### src/rtl/mem_stage.sv
// Memory-access pipeline stage: waits for data-SRAM responses, aligns and extends load data,
// and forwards exception/CP0 state to write-back. It also drops responses owed to flushed instructions.
module mem_stage #(
  parameter int ES_TO_MS_BUS_WD = 166,
  parameter int MS_TO_WS_BUS_WD = 155,
  parameter int MS_RES_WD       = 42
) (
  input  logic                       clk,
  input  logic                       reset,
  input  logic                       ws_allowin,
  output logic                       ms_allowin,
  input  logic                       es_to_ms_valid,
  input  logic [ES_TO_MS_BUS_WD-1:0] es_to_ms_bus,
  input  logic [6:0]                 wbexc,
  input  logic                       data_sram_data_ok,
  input  logic [31:0]                data_sram_rdata,
  output logic                       ms_to_ws_valid,
  output logic [MS_TO_WS_BUS_WD-1:0] ms_to_ws_bus,
  output logic [6:0]                 memexc,
  output logic [MS_RES_WD-1:0]       ms_res
);

  logic                       ms_valid_q, ms_valid_d;
  logic [ES_TO_MS_BUS_WD-1:0] es_bus_q, es_bus_d;
  logic                       rbuf_valid_q, rbuf_valid_d;
  logic [31:0]                rbuf_data_q, rbuf_data_d;
  logic [1:0]                 discard_cnt_q, discard_cnt_d;

  logic        mem_req_sent_s, at_delay_slot_s, res_from_mem_s;
  logic [41:0] cp0_msg_s;
  logic [6:0]  exception_s, memop_s;
  logic [1:0]  k_s;
  logic [31:0] badvaddr_s, alu_result_s, pc_s;
  logic [3:0]  gr_we_s;
  logic [4:0]  dest_s;

  assign mem_req_sent_s  = es_bus_q[165];
  assign at_delay_slot_s = es_bus_q[164];
  assign cp0_msg_s       = es_bus_q[163:122];
  assign exception_s     = es_bus_q[121:115];
  assign k_s             = es_bus_q[114:113];
  assign memop_s         = es_bus_q[112:106];
  assign badvaddr_s      = es_bus_q[105:74];
  assign res_from_mem_s  = es_bus_q[73];
  assign gr_we_s         = es_bus_q[72:69];
  assign dest_s          = es_bus_q[68:64];
  assign alu_result_s    = es_bus_q[63:32];
  assign pc_s            = es_bus_q[31:0];

  logic flush_s, data_ok_s, ready_go_s, handoff_s, owed_s, inc_s, dec_s;

  // A data_ok only counts for this stage once all responses owed to flushed instructions are gone.
  assign flush_s    = |wbexc;
  assign data_ok_s  = data_sram_data_ok & (discard_cnt_q == 2'd0);
  assign ready_go_s = ~mem_req_sent_s | rbuf_valid_q | data_ok_s;
  assign handoff_s  = ms_valid_q & ready_go_s & ws_allowin;
  assign owed_s     = ms_valid_q & mem_req_sent_s & ~rbuf_valid_q & ~data_ok_s;
  assign inc_s      = flush_s & owed_s;
  assign dec_s      = data_sram_data_ok & (discard_cnt_q != 2'd0);

  assign ms_allowin     = ~ms_valid_q | (ready_go_s & ws_allowin);
  assign ms_to_ws_valid = ms_valid_q & ready_go_s;

  logic [31:0] ld_data_s, shr_s, final_result_s;
  logic [15:0] half_s;
  logic [3:0]  strobe_s, gr_we_out_s;

  // Load alignment, extension and partial-word strobes.
  always_comb begin
    ld_data_s = rbuf_valid_q ? rbuf_data_q : data_sram_rdata;
    shr_s     = ld_data_s >> {k_s, 3'b000};
    half_s    = k_s[1] ? ld_data_s[31:16] : ld_data_s[15:0];
    strobe_s  = 4'hF;
    final_result_s = alu_result_s;
    if (res_from_mem_s) begin
      if (memop_s[1]) begin
        final_result_s = {{24{shr_s[7]}}, shr_s[7:0]};
      end else if (memop_s[2]) begin
        final_result_s = {24'h000000, shr_s[7:0]};
      end else if (memop_s[3]) begin
        final_result_s = {{16{half_s[15]}}, half_s};
      end else if (memop_s[4]) begin
        final_result_s = {16'h0000, half_s};
      end else if (memop_s[5]) begin
        final_result_s = ld_data_s << {~k_s, 3'b000};
        strobe_s       = 4'hF << ~k_s;
      end else if (memop_s[6]) begin
        final_result_s = shr_s;
        strobe_s       = 4'hF >> k_s;
      end else begin
        final_result_s = ld_data_s;
      end
    end else begin
      final_result_s = alu_result_s;
    end
    gr_we_out_s = gr_we_s & strobe_s;
  end

  assign ms_to_ws_bus = {at_delay_slot_s, cp0_msg_s, exception_s, badvaddr_s,
                         gr_we_out_s, dest_s, final_result_s, pc_s};
  assign memexc = ms_valid_q ? exception_s : 7'h00;
  assign ms_res = {ms_valid_q & res_from_mem_s & ~ready_go_s,
                   gr_we_out_s & {4{ms_valid_q}}, dest_s, final_result_s};

  // Next-state for the stage contents, the response buffer and the discard counter.
  always_comb begin
    ms_valid_d    = ms_valid_q;
    es_bus_d      = es_bus_q;
    rbuf_valid_d  = rbuf_valid_q;
    rbuf_data_d   = rbuf_data_q;
    discard_cnt_d = discard_cnt_q;
    if (flush_s) begin
      ms_valid_d   = 1'b0;
      rbuf_valid_d = 1'b0;
    end else begin
      if (ms_allowin) begin
        ms_valid_d = es_to_ms_valid;
        if (es_to_ms_valid) begin
          es_bus_d = es_to_ms_bus;
        end else begin
          es_bus_d = es_bus_q;
        end
      end else begin
        ms_valid_d = ms_valid_q;
      end
      if (handoff_s) begin
        rbuf_valid_d = 1'b0;
      end else if (ms_valid_q & mem_req_sent_s & ~rbuf_valid_q & data_ok_s) begin
        rbuf_valid_d = 1'b1;
        rbuf_data_d  = data_sram_rdata;
      end else begin
        rbuf_valid_d = rbuf_valid_q;
      end
    end
    case ({inc_s, dec_s})
      2'b10:   discard_cnt_d = (discard_cnt_q == 2'd3) ? 2'd3 : discard_cnt_q + 2'd1;
      2'b01:   discard_cnt_d = discard_cnt_q - 2'd1;
      default: discard_cnt_d = discard_cnt_q;
    endcase
  end

  // State registers.
  always_ff @(posedge clk or posedge reset) begin
    if (reset) begin
      ms_valid_q    <= 1'b0;
      es_bus_q      <= '0;
      rbuf_valid_q  <= 1'b0;
      rbuf_data_q   <= 32'h0000_0000;
      discard_cnt_q <= 2'd0;
    end else begin
      ms_valid_q    <= ms_valid_d;
      es_bus_q      <= es_bus_d;
      rbuf_valid_q  <= rbuf_valid_d;
      rbuf_data_q   <= rbuf_data_d;
      discard_cnt_q <= discard_cnt_d;
    end
  end

endmodule

### config.mk
export PLATFORM = sky130hd
export DESIGN_NAME = mem_stage
export DESIGN_NICKNAME = d
export VERILOG_FILES = /design/src/rtl/mem_stage.sv
export SDC_FILE = /design/constraint.sdc
export NUM_CORES = 1
export LEC_CHECK = 0
export CORE_MARGIN = 2
export CORE_UTILIZATION = 42
export CTS_BUF_LIST = sky130_fd_sc_hd__clkbuf_4 sky130_fd_sc_hd__clkbuf_8 sky130_fd_sc_hd__clkbuf_16
export DETAILED_ROUTE_END_ITERATION = 10
export PLACE_DENSITY = 0.88
export SLEW_MARGIN = 20
export SYNTH_ARGS = -nofsm -noshare
export SYNTH_HDL_FRONTEND = slang
export SYNTH_SLANG_ARGS = --single-unit
### constraint.sdc
create_clock -name clk -period 6.6 [get_ports clk]
set_input_delay 0.99 -clock clk [delete_from_list [all_inputs] [get_ports clk]]
set_output_delay 0.99 -clock clk [all_outputs]
set_load 0.05 [all_outputs]
==> results of run 1 <==
synthesized netlist by cell type (2+ instances only):
cell and instances:
dfrtp_1 201, o211a_1 7, and2_1 14, o21ai_0 25
buf_6 21, nand2b_1 11, nand2_1 29, ha_1 3
a31oi_1 9, mux2_4 152, a21bo_2 2, mux2_2 77
o22ai_1 21, o2bb2ai_1 7, buf_1 4, nand3_1 16
o221ai_1 2, o21a_1 5, buf_2 12, or2_2 2
clkbuf_1 24, o211ai_1 7, a222oi_1 7, a221o_1 16
nor2_1 29, buf_4 156, nand4_1 2, a21oi_1 36
a221oi_1 3, nor2b_1 3, mux2i_1 40, nor3_1 5
o22a_1 8, inv_1 6, nor3b_1 8
path summary, 6_finish.rpt:
path	end	start	depth (start not counted)
max in group asynchronous	rbuf_valid_q	reset	3
hold / removal	rbuf_data_q[5]	rbuf_data_q[5]	1
min in group asynchronous	es_bus_q[80]	reset	2
setup reg to reg	es_bus_q[150]	rbuf_valid_q	6
hold reg to reg	rbuf_data_q[5]	rbuf_data_q[5]	1
setup / recovery	ms_res[19]	rbuf_valid_q	7
sequential cells by signal, indices dropped and copies added (netlist names):
register       flops
rbuf_data_q       32
rbuf_valid_q       1
discard_cnt_q      2
ms_valid_q         1
es_bus_q         165
metal layers:
metal	global-route usage	share of wire	vias up
met5	0	0.0011	-
met3	0.05541	0.076	83
li1	-	-	3855
met1	0.2699	0.37	4242
met2	0.4363	0.52	469
met4	0.08581	0.037	6
metrics by stage:
stage	cells	power [mW]	hold slack [ns]
final	1614	4.246	0.5032
after global routing	1614	4.399	0.5119
after CTS	1614	4.278	0.5066
after detailed placement	1570	2.726	0.4903
after global placement	1570	2.702	0.4880
after floorplan	984	2.349	0.4734
area by class of cell:
| cell class | instances | share of cell area |
|---|---|---|
| Clock buffer | 27 | 0.03987 |
| Clock inverter | 17 | 0.01756 |
| Multi-Input combinational cell | 558 | 0.3333 |
| Inverter | 7 | 0.002098 |
| Timing Repair Buffer | 426 | 0.2653 |
| Sequential cell | 201 | 0.3125 |
| Tap cell | 378 | 0.02938 |
worst max-delay path, cell delays in order (launching register included):
cell and delay (ns):
dfrtp_2 1.02, buf_4 0.39, mux2i_1 0.22, mux2_2 0.34, o21ai_0 0.13, nor3b_1 0.39, o22a_1 0.29, clkdlybuf4s50_1 0.84
cells by family (layout without fill, tap and decap cells):
group,count (synthesis),after routing,share of synthesized area
DFF,201,201,0.4189
buffers and inverters,225,477,0.1348
AOI/OAI and AO/OA,159,159,0.09253
adders and majority gates,3,3,0.003126
muxes,270,270,0.2975
and+or+nand+nor,126,126,0.05314
power groups by stage:
stage / clock (mW) / combinational, mW / sequential [mW]
finish: 1.53 / 1.32 / 1.39
global route: 1.62 / 1.38 / 1.40
CTS: 1.57 / 1.32 / 1.39
detailed placement: 0 / 1.32 / 1.41
global placement: 0 / 1.30 / 1.40
floorplan: 0 / 0.970 / 1.38
==> flow_summary.toml, run 1 <==
[worst_setup_path]
critical_path.endpoint_type = "output port"
worst_setup_path_start_kind = "register"
setup.reg_to_reg.worst_slack_ns = 3.42
timing.critical_path.fanout_max = 37
path_class = "reg2out"
cp.required_ns = 5.61
critical_path_arrival_ns = 4.17

[pwr]
part_of_the_total_power_dissipated_in_sequential_elements = 0.327
leakagePower_nw = 6.955
vdd.ir_drop.worst_mv = 0.1805
cellPowerDensity_nw_per_um2 = 263.8
combinationalPowerShare = 0.312
cellInternalPower_mw = 2.824
swShare = 0.3349
net_switching_power_figure_mw = 1.422
clock_power_share = 0.361

[detailed_routing]
antenna_left = 0
drc_errors = 0
routed_wl_mm = 36.79
route.vias.total = 8655
drt_pass1_iterations = 6
routedWlPerCell_um = 22.79
routed_via_count_divided_by_cell_count = 5.362
violation_count_after_the_first_detailed_route_iteration = 835

[clock_network]
post_cts_resize_count = 0
cts-root-buf = "clkbuf_16"
path_clk_slew_ns = 0.06
numCtsBuffers = 24
cts.hold.buffers_added = 0
ctsLongestPathBuffers = 3
worst_skew_pair.late_latency_ns = 0.52
h-tree-depth = 1
cts_tree = "yes"
postCtsSetupRepairBufs = 0
number_of_sinks_on_the_clock_net = 201

[synth]
synth_enable_flop_cells = 0
yosysTopAreaCell = "dfrtp_1"
synth.net_count = 1197
synthDistinctLibCells = 49
ys_dominant_reg_cell = "dfrtp_1"
netlist_top_cells_area = "dfrtp_1 42%, mux2_4 19%, buf_4 9.8%"
syn-cell-area_sq_um = 12010
yosys_register_bits = 201
syn_area_per_cell_sq_um = 12.20
synth_top_area_frac = 0.4189
postSynth.asyncResetShare = 1.000
yosysWarningCount = 0
synth-seq-area-share = 0.4189
synthesized_instance_count = 984

[floorplanning]
die_area_sq_um = 29960
die_w_um = 173.1
floorplan.core_area_sq_um = 27930
dieHeight_um = 173.1
initial_utilization = 0.4299
std_cell_rows = 61
io_pins = 416

[sta]
final.setup.worst_slack_ns = 1.436
totalNegativeSetupSlack_ns = 0
timing.final.hold_violations = 0
rsz0062_at_grt = "no"
finalCritPeriodShare = 0.7824
worst_slew_slack_as_a_fraction_of_its_limit = 0.2127
timing.clock.skew_ns = 0.009079
finalCriticalPeriod_ns = 5.164
max_slew.worst_pin.slew_ns = 1.179
final-max-slew-violation-count = 0
finalSetupViolCount = 0
max_freq_ghz = 0.1937

[placement]
preCtsSetupSlack_ns = 1.837
placed_area_sq_um = 15170
io_buffers = 414
gpl.final_weighted_congestion = 0.9104
detailedPlacementHpwl_mm = 27.98

[global_routing]
first_pass_grt_wire_length_mm = 55.43
grt_usage = 0.2383
gr-total-overflow = 0
grt_pass1_vias = 8966
antenna_found_initial = 3
grt_max_degree = 110

[finish]
fillCellCount = 2245
fin_util = 0.5763
layout.cells.most_common_list = "414 x clkdlybuf4s50_1, 200 x dfrtp_1, 152 x mux2_4"
nets = 1431
multi_input_area_sq_um = 5365
layout_commonest_cell = "clkdlybuf4s50_1"
finalInstanceArea_sq_um = 16100
post_route_cells_drive_above_1_share = 0.2395
synthToLayoutAreaGrowth_pct = 34.07
antenna_cells = 0
register_area_sq_um = 5031

[job]
drv_cap = 0

[run_status]
run_status = "completed"

[hold_path]
class_of_the_tightest_hold_or_removal_check = "reg2reg"
No activity file was read; power rests on OpenSTA's default activity.
==> run 2, diff against run 1 <==
Clock period 6.6 ns to 4.4 ns, I/O delays scaled along.
==> flow_summary.toml, run 2 (synthesis results as in run 1) <==
[floorplanning]
io_pins = 416
floorplan.core_area_sq_um = 27930
die_area_sq_um = 29960
dieHeight_um = 173.1
std_cell_rows = 61
initial_utilization = 0.4299
die_w_um = 173.1

[finish]
layout_commonest_cell = "clkdlybuf4s50_1"
synthToLayoutAreaGrowth_pct = 35.74
nets = 1433
fin_util = 0.5835
largest_register_ff_count = 165
finalInstanceArea_sq_um = 16300
largest-register = "es_bus_q"
post_route_cells_drive_above_1_share = 0.2935
fillCellCount = 2223
layout.cells.most_common_list = "349 x clkdlybuf4s50_1, 199 x dfrtp_1, 152 x mux2_4"
largest_registers = "es_bus_q x165, rbuf_data_q x32, discard_cnt_q x2"

[detailed_routing]
drt_pass1_iterations = 6
routed_via_count_divided_by_cell_count = 5.351
violation_count_after_the_first_detailed_route_iteration = 710
antenna_left = 0
drc_errors = 0
routed_wl_mm = 37.07
route.vias.total = 8648
routedWlPerCell_um = 22.94

[worst_setup_path]
crit_chain = "buf_4, mux2i_1, mux2_2, o21ai_0, nor3b_1, o22a_1, buf_4"
cp.required_ns = 3.74
setup.reg_to_reg.worst_slack_ns = 1.77
critical_path.endpoint_type = "output port"
cpLargestDelayFamily = "buffers and inverters"
timing.critical_path.fanout_max = 32
path_class = "reg2out"
critPathBufInv = 2
cpMostUsedCell = "buf_4"
slowest_stage = "dfrtp_2"
critical_path_arrival_ns = 3.49
longest_individual_stage_delay_on_the_worst_path_ns = 0.71
worst_setup_path_start_kind = "register"
crit_cells = 7
worst_reg_to_reg_path_cell_count = 6

[clock_network]
cts.hold.buffers_added = 0
h-tree-depth = 1
postCtsSetupRepairBufs = 0
worst_skew_pair.late_latency_ns = 0.53
post_cts_resize_count = 0
cts-root-buf = "clkbuf_16"
ctsLongestPathBuffers = 3
cts_tree = "yes"
numCtsBuffers = 23
number_of_sinks_on_the_clock_net = 201
path_clk_slew_ns = 0.06

[global_routing]
grt_pass1_vias = 9054
gr-total-overflow = 0
first_pass_grt_wire_length_mm = 55.49
antenna_found_initial = 3
grt_usage = 0.2385
grt_max_degree = 102

[pwr]
vdd.ir_drop.worst_mv = 0.3137
overall_power_mw = 6.309
cellPowerDensity_nw_per_um2 = 387.1
leakagePower_nw = 7.143

[sta]
max_freq_ghz = 0.2409
finalCriticalPeriod_ns = 4.152
rsz0062_at_grt = "no"
max_slew.worst_pin.slew_ns = 1.063
totalNegativeSetupSlack_ns = 0
worst_slew_slack_as_a_fraction_of_its_limit = 0.2916
finalSetupViolCount = 0
finalCritPeriodShare = 0.9435
final-max-slew-violation-count = 0
timing.clock.skew_ns = 0.02081
timing.final.hold_violations = 0

[run_status]
run_status = "completed"

[placement]
detailedPlacementHpwl_mm = 27.95
io_buffers = 414
gpl.final_weighted_congestion = 0.9283
placed_area_sq_um = 15460

[job]
drv_cap = 0

[hold_path]
class_of_the_tightest_hold_or_removal_check = "reg2reg"
min_delay_path_depth = 1
## run 2: layer usage
| metal | share of wire | wire (um) | track usage | up-vias |
|---|---|---|---|---|
| met2 | 0.51 | 19030 | 0.4367 | 473 |
| met3 | 0.089 | 3281 | 0.06574 | 76 |
| met4 | 0.033 | 1231 | 0.07839 | 4 |
| met1 | 0.36 | 13500 | 0.2665 | 4240 |
| met5 | 0.00070 | 26 | 0 | - |
| li1 | - | - | - | 3855 |
## run 2: power by group
part / internal [mW] / switching, mW
combinational: 0.879 / 1.22
clock: 1.32 / 0.800
sequential: 1.98 / 0.107
## run 2: through the flow
step           std cells  setup slack (ns)  hold WS (ns)
3_5_place_dp        1573            0.7290        0.4928
6_report            1616            0.2484        0.5051
3_3_place_gp        1573            0.7476        0.4872
5_1_grt             1616            0.1166        0.5143
2_1_floorplan        984            0.8965        0.4734
4_1_cts             1615            0.2534        0.5071
## run 2: final cells by class
class,count,area (sq um),area share
clock inverters,14,207.7,0.01274
repair buffers,429,4557,0.2796
inverters,7,30.03,0.001842
clock buffers,28,631.9,0.03877
multi-input cells,558,5365,0.3292
diodes,1,2.502,0.0001535
well taps,378,473.0,0.02902
flip-flops and latches,201,5032,0.3087
## run 2: final timing paths
| path | startpoint | to |
|---|---|---|
| worst min-delay path | rbuf_data_q[21] | rbuf_data_q[21] |
| min in group asynchronous | reset | es_bus_q[82] |
| max in group asynchronous | reset | es_bus_q[34] |
| worst min register to register | rbuf_data_q[21] | rbuf_data_q[21] |
| worst max register to register | rbuf_valid_q | es_bus_q[158] |
| worst max-delay path | rbuf_valid_q | ms_res[20] |
